[src/rtl/da1_dac_rx.sv]
// DA1 DAC link receiver: synchronizes the serial sync/sck/data pins into dacclk,
// collects 16-bit frames and hands off command/data bytes with valid/overrun/error flags.
module da1_dac_rx #(
  parameter int unsigned SYNCSTAGES = 2
) (
  input  logic       dacclk,
  input  logic       dacrst,
  input  logic       dacsync,
  input  logic       dacsck,
  input  logic       dacout,
  input  logic       rxack,
  output logic [7:0] rxcmd,
  output logic [7:0] rxdata,
  output logic       rxdav,
  output logic       rxerr,
  output logic       rxovr
);

  typedef enum logic [1:0] {StSyncWait, StIdle, StShift} state_e;

  state_e                state_q, state_d;
  logic [SYNCSTAGES-1:0] sync_q, sck_q, dout_q;
  logic                  sync_dly_q, sck_dly_q;
  logic [15:0]           shreg_q, shreg_d;
  logic [4:0]            cnt_q, cnt_d;
  logic [7:0]            cmd_q, cmd_d, data_q, data_d;
  logic                  dav_q, dav_d, err_q, err_d, ovr_q, ovr_d;
  logic                  sync_s, sck_s, dout_s;
  logic                  sync_rise, sync_fall, sck_rise, complete;

  // Data runs through the same number of stages as sck so a detected sck edge
  // lines up with the bit that was on the pin alongside it.
  assign sync_s    = sync_q[SYNCSTAGES-1];
  assign sck_s     = sck_q[SYNCSTAGES-1];
  assign dout_s    = dout_q[SYNCSTAGES-1];
  assign sync_rise = sync_s & ~sync_dly_q;
  assign sync_fall = ~sync_s & sync_dly_q;
  assign sck_rise  = sck_s & ~sck_dly_q;

  always_ff @(posedge dacclk) begin
    if (dacrst) begin
      state_q    <= StSyncWait;
      sync_q     <= '0;
      sck_q      <= '0;
      dout_q     <= '0;
      sync_dly_q <= 1'b0;
      sck_dly_q  <= 1'b0;
      shreg_q    <= '0;
      cnt_q      <= '0;
      cmd_q      <= '0;
      data_q     <= '0;
      dav_q      <= 1'b0;
      err_q      <= 1'b0;
      ovr_q      <= 1'b0;
    end else begin
      state_q    <= state_d;
      sync_q     <= {sync_q[SYNCSTAGES-2:0], dacsync};
      sck_q      <= {sck_q[SYNCSTAGES-2:0], dacsck};
      dout_q     <= {dout_q[SYNCSTAGES-2:0], dacout};
      sync_dly_q <= sync_s;
      sck_dly_q  <= sck_s;
      shreg_q    <= shreg_d;
      cnt_q      <= cnt_d;
      cmd_q      <= cmd_d;
      data_q     <= data_d;
      dav_q      <= dav_d;
      err_q      <= err_d;
      ovr_q      <= ovr_d;
    end
  end

  always_comb begin
    state_d  = state_q;
    shreg_d  = shreg_q;
    cnt_d    = cnt_q;
    err_d    = 1'b0;
    complete = 1'b0;
    unique case (state_q)
      StSyncWait: begin
        if (sync_s) state_d = StIdle;
      end
      StIdle: begin
        if (sync_fall) begin
          state_d = StShift;
          shreg_d = '0;
          cnt_d   = '0;
        end
      end
      StShift: begin
        // A sync rise wins over a coincident sck rise.
        if (sync_rise) begin
          state_d = StIdle;
          if (cnt_q == 5'd16) complete = 1'b1;
          else                err_d    = 1'b1;
        end else if (sck_rise) begin
          shreg_d = {shreg_q[14:0], dout_s};
          if (cnt_q != 5'd17) cnt_d = cnt_q + 5'd1;
        end
      end
      default: state_d = StSyncWait;
    endcase

    cmd_d  = cmd_q;
    data_d = data_q;
    dav_d  = dav_q;
    ovr_d  = ovr_q;
    if (complete) begin
      if (!dav_q || rxack) begin
        cmd_d  = shreg_q[15:8];
        data_d = shreg_q[7:0];
        dav_d  = 1'b1;
      end else begin
        ovr_d = 1'b1;
      end
    end else if (rxack) begin
      dav_d = 1'b0;
      ovr_d = 1'b0;
    end
  end

  assign rxcmd  = cmd_q;
  assign rxdata = data_q;
  assign rxdav  = dav_q;
  assign rxerr  = err_q;
  assign rxovr  = ovr_q;

endmodule
[config.mk]
export PLATFORM = sky130hd
export DESIGN_NAME = da1_dac_rx
export DESIGN_NICKNAME = d
export VERILOG_FILES = /design/src/rtl/da1_dac_rx.sv
export SDC_FILE = /design/constraint.sdc
export NUM_CORES = 1
export LEC_CHECK = 0
export CAP_MARGIN = 25
export CORE_ASPECT_RATIO = 1.4
export CORE_MARGIN = 5
export CORE_UTILIZATION = 30
export CTS_BUF_LIST = sky130_fd_sc_hd__clkbuf_8
export DETAILED_ROUTE_END_ITERATION = 8
export GPL_TIMING_DRIVEN = 0
export SLEW_MARGIN = 20
export SYNTH_ARGS = -nofsm -noshare
export SYNTH_HDL_FRONTEND = slang
export SYNTH_SLANG_ARGS = --single-unit
[constraint.sdc]
create_clock -name dacclk -period 1.4 [get_ports dacclk]
set_input_delay 0.28 -clock dacclk [delete_from_list [all_inputs] [get_ports dacclk]]
set_output_delay 0.28 -clock dacclk [all_outputs]
set_load 0.05 [all_outputs]
==> results by group, run 1 <==
GRT
  – Largest net degree at the start of global routing: 16
  – GRT Util Overall: 0.0982
  – GR Util met2: 0.169
  – Met1 usage: 0.108
  – Vias in the first global route: roughly 1.5k
  – First-pass GRT wire length: approximately 6600 um
  – GR Overflow Total: 0
  – Initial antenna violation count: 0
  – Met3 GRT Util: 0.0301
  – GRT busiest layer: met2

Placement
  – IO Port Bufs: 24
  – Placed cells: 297
  – Placed Instance Area: roughly 2300 um2
  – DPL Wire Length: between 2000 and 3000 um
  – RD Place Congestion: 0.840

Logic synthesis
  – Cell taking the most area after synthesis: dfxtp_1
  – Predominant post-synthesis flop cell: dfxtp_1
  – Post-Syn Area: approximately 1900 um2
  – Net Count, Synth: between 200 and 250
  – Asr flop ratio synth: 0
  – Yosys reg bits: 50
  – Synth top area share: 0.515
  – Synth warn: 0
  – Top area cells in the synthesized netlist: dfxtp_1 (52%), mux2i_1 (8.2%), nand3_1 (5.7%)
  – Yosys cell types: 33
  – Cells after Synth: around 200
  – Syn_area_per_cell: approximately 9.7 um2
  – Post-synthesis sequential area ratio: 0.515
  – Post-synth EDFFs: 0

Worst setup path
  – Kind of critical path: reg2reg
  – CP max-delay cell: dfxtp_4
  – CP max stage delay: between 0.3 and 0.4 ns
  – R2R cell count: 7
  – Crit path capture type: register
  – CP cell instances: inv_2 -> ha_2 -> and4bb_2 -> nand4_4 -> buf_12 -> mux2i_2 -> nor2_1
  – Worst-path maximum fanout: 10
  – Reg2reg start: cnt_q[0]$_SDFFE_PP0P_
  – Reg2reg end: rxcmd[0]$_SDFFE_PP0P_
  – CP Launch Type: register
  – Critical Path RT: roughly 1.6 ns
  – Flop-to-flop setup slack: -0.1 ns
  – Critical Path AT: 1.70 ns

Min path
  – Worst Hold End: sync_q[1]$_SDFF_PP0_
  – Hold Path Stages: 1
  – Hold path start: sync_q[0]$_SDFF_PP0_
  – Hold Crit Class: reg2reg

Clock network
  – CTS tree: built
  – Sink Count: 50
  – Maximum clock path buffer count: 2
  – Clock latency on the worst-skew pair: around 0.30 ns
  – TritonCTS buffer count: 5
  – Clk root buf: clkbuf_8
  – Post-CTS Hold Fix Bufs: 0
  – Max H-tree Level: 2
  – Clock slew at the register clock pins of the worst setup and hold paths: 0.09 ns

Routing
  – Post-route DRC: 0
  – Final ANT Viol Nets: 0
  – Pre-Repair DR Iteration Count: 4
  – Mean routed wirelength per cell: about 12 um
  – Total Routed Length: around 3900 um
  – Vias: 1511
  – Drt via density: 4.80
  – Initial DRC Count: 95

Final layout
  – Area Overhead vs Synth: 32.9%
  – Cell area after layout: around 2600 um2
  – Fin cells: 315
  – # nets final: between 200 and 300
  – Ant diodes: 0
  – Share of cells above drive strength 1: 0.313

Timing
  – Final Hold Vio Count: 0
  – Setup Viol. Count Final: 17
  – Final max-slew violation count: 0
  – Tcrit/Tclk final: 1.07
  – Post-route worst setup slack: -0.0961 ns
  – Relative slew slack: 0.636
  – Setup TNS: -1.08 ns
  – Final min period: between 1 and 1.5 ns
  – Measured slew at the worst slew-check pin: between 0.5 and 0.6 ns
  – RSZ-0062 raised after global routing: true
  – Max Fclk: between 600 and 700 MHz
  – Skew final: 0.00723 ns

Power and ir drop
  – Pwr per Cell Area: just over 900 nW/um2
  – LEAKAGE: approximately 0.99 nW
  – Worst vdd ir: 502 uV

Flow run
  – Max-cap violation count: 0

Die
  – Die area: a little over 8000 um2
  – I/O pins: 25
  – Die Y: roughly 110 um
  – Starting Density: 0.311
  – Chip width: between 70 and 80 um
  – Cell row count: 34
  – Core Area: roughly 6300 um2

Outcome
  – Failing checks: setup timing
  – Status: complete, but fails checks
## through the flow
stage	hold slack [ns]	setup WS (ns)	power, mW	util
floorplan	0.408	-0.0732	1.52	-
global route	0.458	-0.180	2.43	0.413
detailed placement	0.429	-0.606	1.55	0.365
finish	0.446	-0.0961	2.34	0.413
CTS	0.448	-0.108	2.36	0.399
global placement	0.418	-0.589	1.55	0.365
## kinds of logic (layout without fill, tap and decap cells)
kind of cell	Yosys count	after routing	synth area share
and+or+nand+nor	84	84	0.227
buffers and inverters	17	59	0.0483
muxes	17	17	0.0883
adders and majority gates	3	3	0.0193
AOI/OAI and AO/OA	30	30	0.101
DFF	50	50	0.515
## sequential cells by signal, indices dropped and copies added (netlist names), 2 cells and up
name	flops
cnt_q	5
dout_q	2
rxcmd	8
rxdata	8
sck_q	2
shreg_q	16
state_q	2
sync_q	2
## cell usage after synthesis (all sizes together), types with 2 or more instances
cell	number
dfxtp	50
or3	2
and4bb	2
ha	3
mux2i	16
inv	4
nor2b	10
nand3	22
clkbuf	4
nor2	19
a31oi	3
a21oi	20
nand2	18
buf	9
nand2b	5
## cell usage in the layout, fill, tap and decap left out, types with 2 or more instances in the layout
master and instances:
a21oi_1 15, a21oi_2 5, a31oi_1 2, and4bb_2 2, buf_4 8, buf_6 10, clkbuf_2 3, clkbuf_8 5
clkdlybuf4s15_2 19, clkdlybuf4s50_1 5, clkinvlp_4 2, dfxtp_1 43, dfxtp_2 6, ha_1 2, inv_1 2, inv_2 2
mux2i_1 15, nand2_1 16, nand2b_1 5, nand3_1 21, nor2_1 19, nor2b_1 9, or3_1 2
## layer usage
metal / part of all wire / vias up
met5: 0 / -
met4: 0.023 / 0
met3: 0.052 / 9
met2: 0.51 / 32
met1: 0.41 / 698
li1: - / 772
## how the worst max path moves through the flow
stage / start / endpoint / slack (ns) / depth (start not counted)
after floorplan: cnt_q[0]$_SDFFE_PP0P_ / rxcmd[0]$_SDFFE_PP0P_ / -0.07 / 7
after global placement: dacrst / rxdav$_SDFFE_PP0P_ / -0.59 / 4
after detailed placement: dacrst / rxdata[4]$_SDFFE_PP0P_ / -0.61 / 4
after CTS: cnt_q[0]$_SDFFE_PP0P_ / rxcmd[3]$_SDFFE_PP0P_ / -0.11 / 7
after global routing: cnt_q[0]$_SDFFE_PP0P_ / rxcmd[0]$_SDFFE_PP0P_ / -0.18 / 7
final: cnt_q[0]$_SDFFE_PP0P_ / rxcmd[0]$_SDFFE_PP0P_ / -0.1 / 7
## where the power goes
part,internal [mW],switching [mW]
Clock,0.342,0.472
Sequential,1.43,0.00702
Combinational,0.0406,0.0465
## area by class of cell
cell class / instances / area (um2)
Fill cell: 614 / 3670
Sequential cell: 50 / 1010
Multi-Input combinational cell: 134 / 900
Timing Repair Buffer: 35 / 365
Buffer: 13 / 115
Tap cell: 72 / 90.1
Clock buffer: 5 / 68.8
Clock inverter: 2 / 15.0
Inverter: 4 / 15.0
## what timing repair did
item / in CTS / in global routing
endpoints found under the hold margin: 0 / 0
buffers inserted: 8 / 1
pin swaps: 2 / 7
setup endpoints to repair: 54 / 33
gates resized for setup: 73 / 21
cloned: 1 / 1
## critical path, delay by kind of cell, from the launching register on
kind,cells,cell delay (ns)
and+or+nand+nor,3,0.50
DFF,1,0.35
buffers and inverters,2,0.23
muxes,1,0.16
adders and majority gates,1,0.14
Power figures use the tool's default switching activity.
==> inputs of run 2 (changes only) <==
Settings changed: CTS_CLUSTER_DIAMETER from default to 150.
==> results of run 2 <==
Final layout, timing and power as in run 1 (identical DEF).
==> inputs of run 3 (changes only) <==
Settings changed: CORE_UTILIZATION 30 to 25.
==> results by group, run 3 (synthesis gave the netlist of run 1 again) <==
Outcome
  – Status: complete, but fails checks
  – Failing checks: setup timing

Power and ir drop
  – Worst vdd ir: 416 uV (-17%)
  – LEAKAGE: 1.04 nW (+5.1%)
  – Pwr per Cell Area: 879 nW/um2 (-3.0%)

GRT
  – Vias in the first global route: 1355 (-7.9%)
  – GR Overflow Total: 0 (unchanged)
  – Largest net degree at the start of global routing: 16 (unchanged)
  – GRT Util Overall: 0.0805 (-0.0177)
  – Initial antenna violation count: 0 (unchanged)
  – First-pass GRT wire length: 6290 um (-4.3%)

Routing
  – Total Routed Length: 4310 um (+9.7%)
  – Post-route DRC: 0 (unchanged)
  – Mean routed wirelength per cell: 12.4 um (-0.72%)
  – Vias: 1544 (+2.2%)
  – Drt via density: 4.44 (-7.5%)
  – Final ANT Viol Nets: 0 (unchanged)
  – Pre-Repair DR Iteration Count: 4 (unchanged)
  – Initial DRC Count: 42 (-56%)

Final layout
  – Share of cells above drive strength 1: 0.391 (+0.0784)
  – # fillers: 792 (+29%)
  – Reg with most FFs: shreg_q
  – Commonest non-fill, non-tap cells in the layout: dfxtp_1 (43), nor2_1 (19), clkdlybuf4s15_2 (18), mux2i_1 (16), nand3_1 (15)
  – Ant diodes: 0 (unchanged)
  – # nets final: 256 (+1.6%)
  – Area Overhead vs Synth: 42.3%
  – Commonest non-fill, non-tap cell in the layout: dfxtp_1
  – Max reg flops: 16 (unchanged)
  – Fin cells: 348 (+10%)

Timing
  – Post-route worst setup slack: -0.0725 ns (+0.0236 ns)
  – Final max-slew violation count: 0 (unchanged)
  – Max Fclk: 679 MHz (+1.6%)
  – Tcrit/Tclk final: 1.05 (-0.0169)
  – RSZ-0062 raised after global routing: true
  – Relative slew slack: 0.609 (-0.0269)
  – Measured slew at the worst slew-check pin: 0.586 ns (+0.0404 ns)
  – Setup Viol. Count Final: 18 (+1)
  – Final Hold Vio Count: 0 (unchanged)
  – Skew final: 0.00919 ns (+0.00196 ns)
  – Final min period: 1.47 ns (-0.0236 ns)
  – Min Hold Slack: 0.445 ns (-0.00171 ns)

Die
  – Core Area: 7650 um2 (+22%)
  – Cell row count: 38 (+12%)
  – Chip width: 84.5 um (+8.3%)
  – Die Y: 114 um (+8.6%)
  – Die area: 9650 um2 (+18%)
  – I/O pins: 25 (unchanged)
  – Starting Density: 0.254 (-0.0568)

Clock network
  – Clk root buf: clkbuf_8
  – Post-CTS Hold Fix Bufs: 0 (unchanged)
  – Sink Count: 50 (unchanged)
  – Clock latency on the worst-skew pair: 0.31 ns (about the same)
  – Maximum clock path buffer count: 2 (unchanged)
  – CTS tree: built
  – Clock slew at the register clock pins of the worst setup and hold paths: 0.09 ns (about the same)
  – TritonCTS buffer count: 5 (unchanged)
  – Max H-tree Level: 2 (unchanged)

Min path
  – Hold Crit Class: reg2reg

Worst setup path
  – CP Launch Type: register
  – Critical Path AT: 1.67 ns (-0.03 ns)
  – Kind of critical path: reg2reg
  – Crit path capture type: register
  – CP cell instances: inv_2 -> ha_2 -> and4bb_2 -> nand4_4 -> buf_8 -> mux2i_1 -> nor2_1
  – CP max stage delay: 0.35 ns (about the same)
  – CP max-delay cell: dfxtp_4
  – Worst-path maximum fanout: 10 (unchanged)
  – Flop-to-flop setup slack: -0.07 ns (+0.02 ns)
  – Critical Path RT: 1.60 ns (about the same)

Placement
  – DPL Wire Length: 2660 um (-0.73%)
  – RD Place Congestion: 0.758 (-9.7%)
  – IO Port Bufs: 24 (unchanged)
  – Placed cells: 325 (+9.4%)

Flow run
  – Max-cap violation count: 0 (unchanged)
==> run 3: cell types whose count changed in the layout (fill, tap and decap cells not counted), sizes merged <==
cell	previous run	this run
clkinv	0	1
clkdlybuf4s15	19	18
buf	20	24
clkinvlp	2	1
clkbuf	9	11
==> run 3: cell type report <==
cell class | count | area (um2) | area share
flip-flops and latches | 50 | 1010 | 0.367
multi-input cells | 134 | 981 | 0.355
repair buffers | 39 | 415 | 0.150
well taps | 100 | 125 | 0.0453
plain buffers | 13 | 118 | 0.0426
clock buffers | 6 | 82.6 | 0.0299
inverters | 4 | 15.0 | 0.00543
clock inverters | 2 | 12.5 | 0.00453
==> run 3: metrics by stage <==
stage,util,setup TNS (ns),setup slack [ns],power (mW),cell area (um2)
after floorplan,-,-0.659,-0.0732,1.52,1950
after global placement,0.303,-16.50,-0.533,1.55,2320
after global routing,0.361,-3.27,-0.155,2.50,2760
after CTS,0.331,-1.34,-0.0938,2.43,2530
final,0.361,-0.974,-0.0725,2.43,2760
after detailed placement,0.303,-17.46,-0.557,1.55,2320
==> run 3: path summary, 6_finish.rpt <==
kind,from,to,cells past startpoint
worst min-delay path,sync_q[0]$_SDFF_PP0_,sync_q[1]$_SDFF_PP0_,1
worst max-delay path,cnt_q[0]$_SDFFE_PP0P_,rxcmd[6]$_SDFFE_PP0P_,7
worst min register to register,sync_q[0]$_SDFF_PP0_,sync_q[1]$_SDFF_PP0_,1
worst max register to register,cnt_q[0]$_SDFFE_PP0P_,rxcmd[6]$_SDFFE_PP0P_,7
==> run 3: critical path: cells and delay by family (launching register included) <==
family	cells	cell delay, ns
AND/OR/NAND/NOR	3	0.49
buffers and inverters	2	0.23
adder cells (fa/ha/maj)	1	0.15
flip-flops	1	0.35
multiplexers	1	0.14
==> run 3: metal layers <==
| metal | wire length (um) | part of all wire | global-route usage | up-vias |
|---|---|---|---|---|
| li1 | - | - | - | 782 |
| met1 | 1930 | 0.45 | 0.0968 | 724 |
| met2 | 2090 | 0.49 | 0.131 | 29 |
| met3 | 184 | 0.043 | 0.0245 | 9 |
| met4 | 93 | 0.022 | 0.0380 | 0 |
| met5 | 0 | 0 | 0 | - |
==> run 3: timing repair <==
item                       CTS  global route
setup endpoints to repair   54            35
pin swaps                    1            16
resized for setup           67            49
gates cloned                 0             2
setup buffers                8             5
==> run 3: power breakdown <==
group	switching, mW	leakage, nW	internal [mW]
clock network	0.497	0.0472	0.398
logic	0.0505	0.582	0.0448
registers	0.00771	0.408	1.43
total	0.555	1.04	1.87
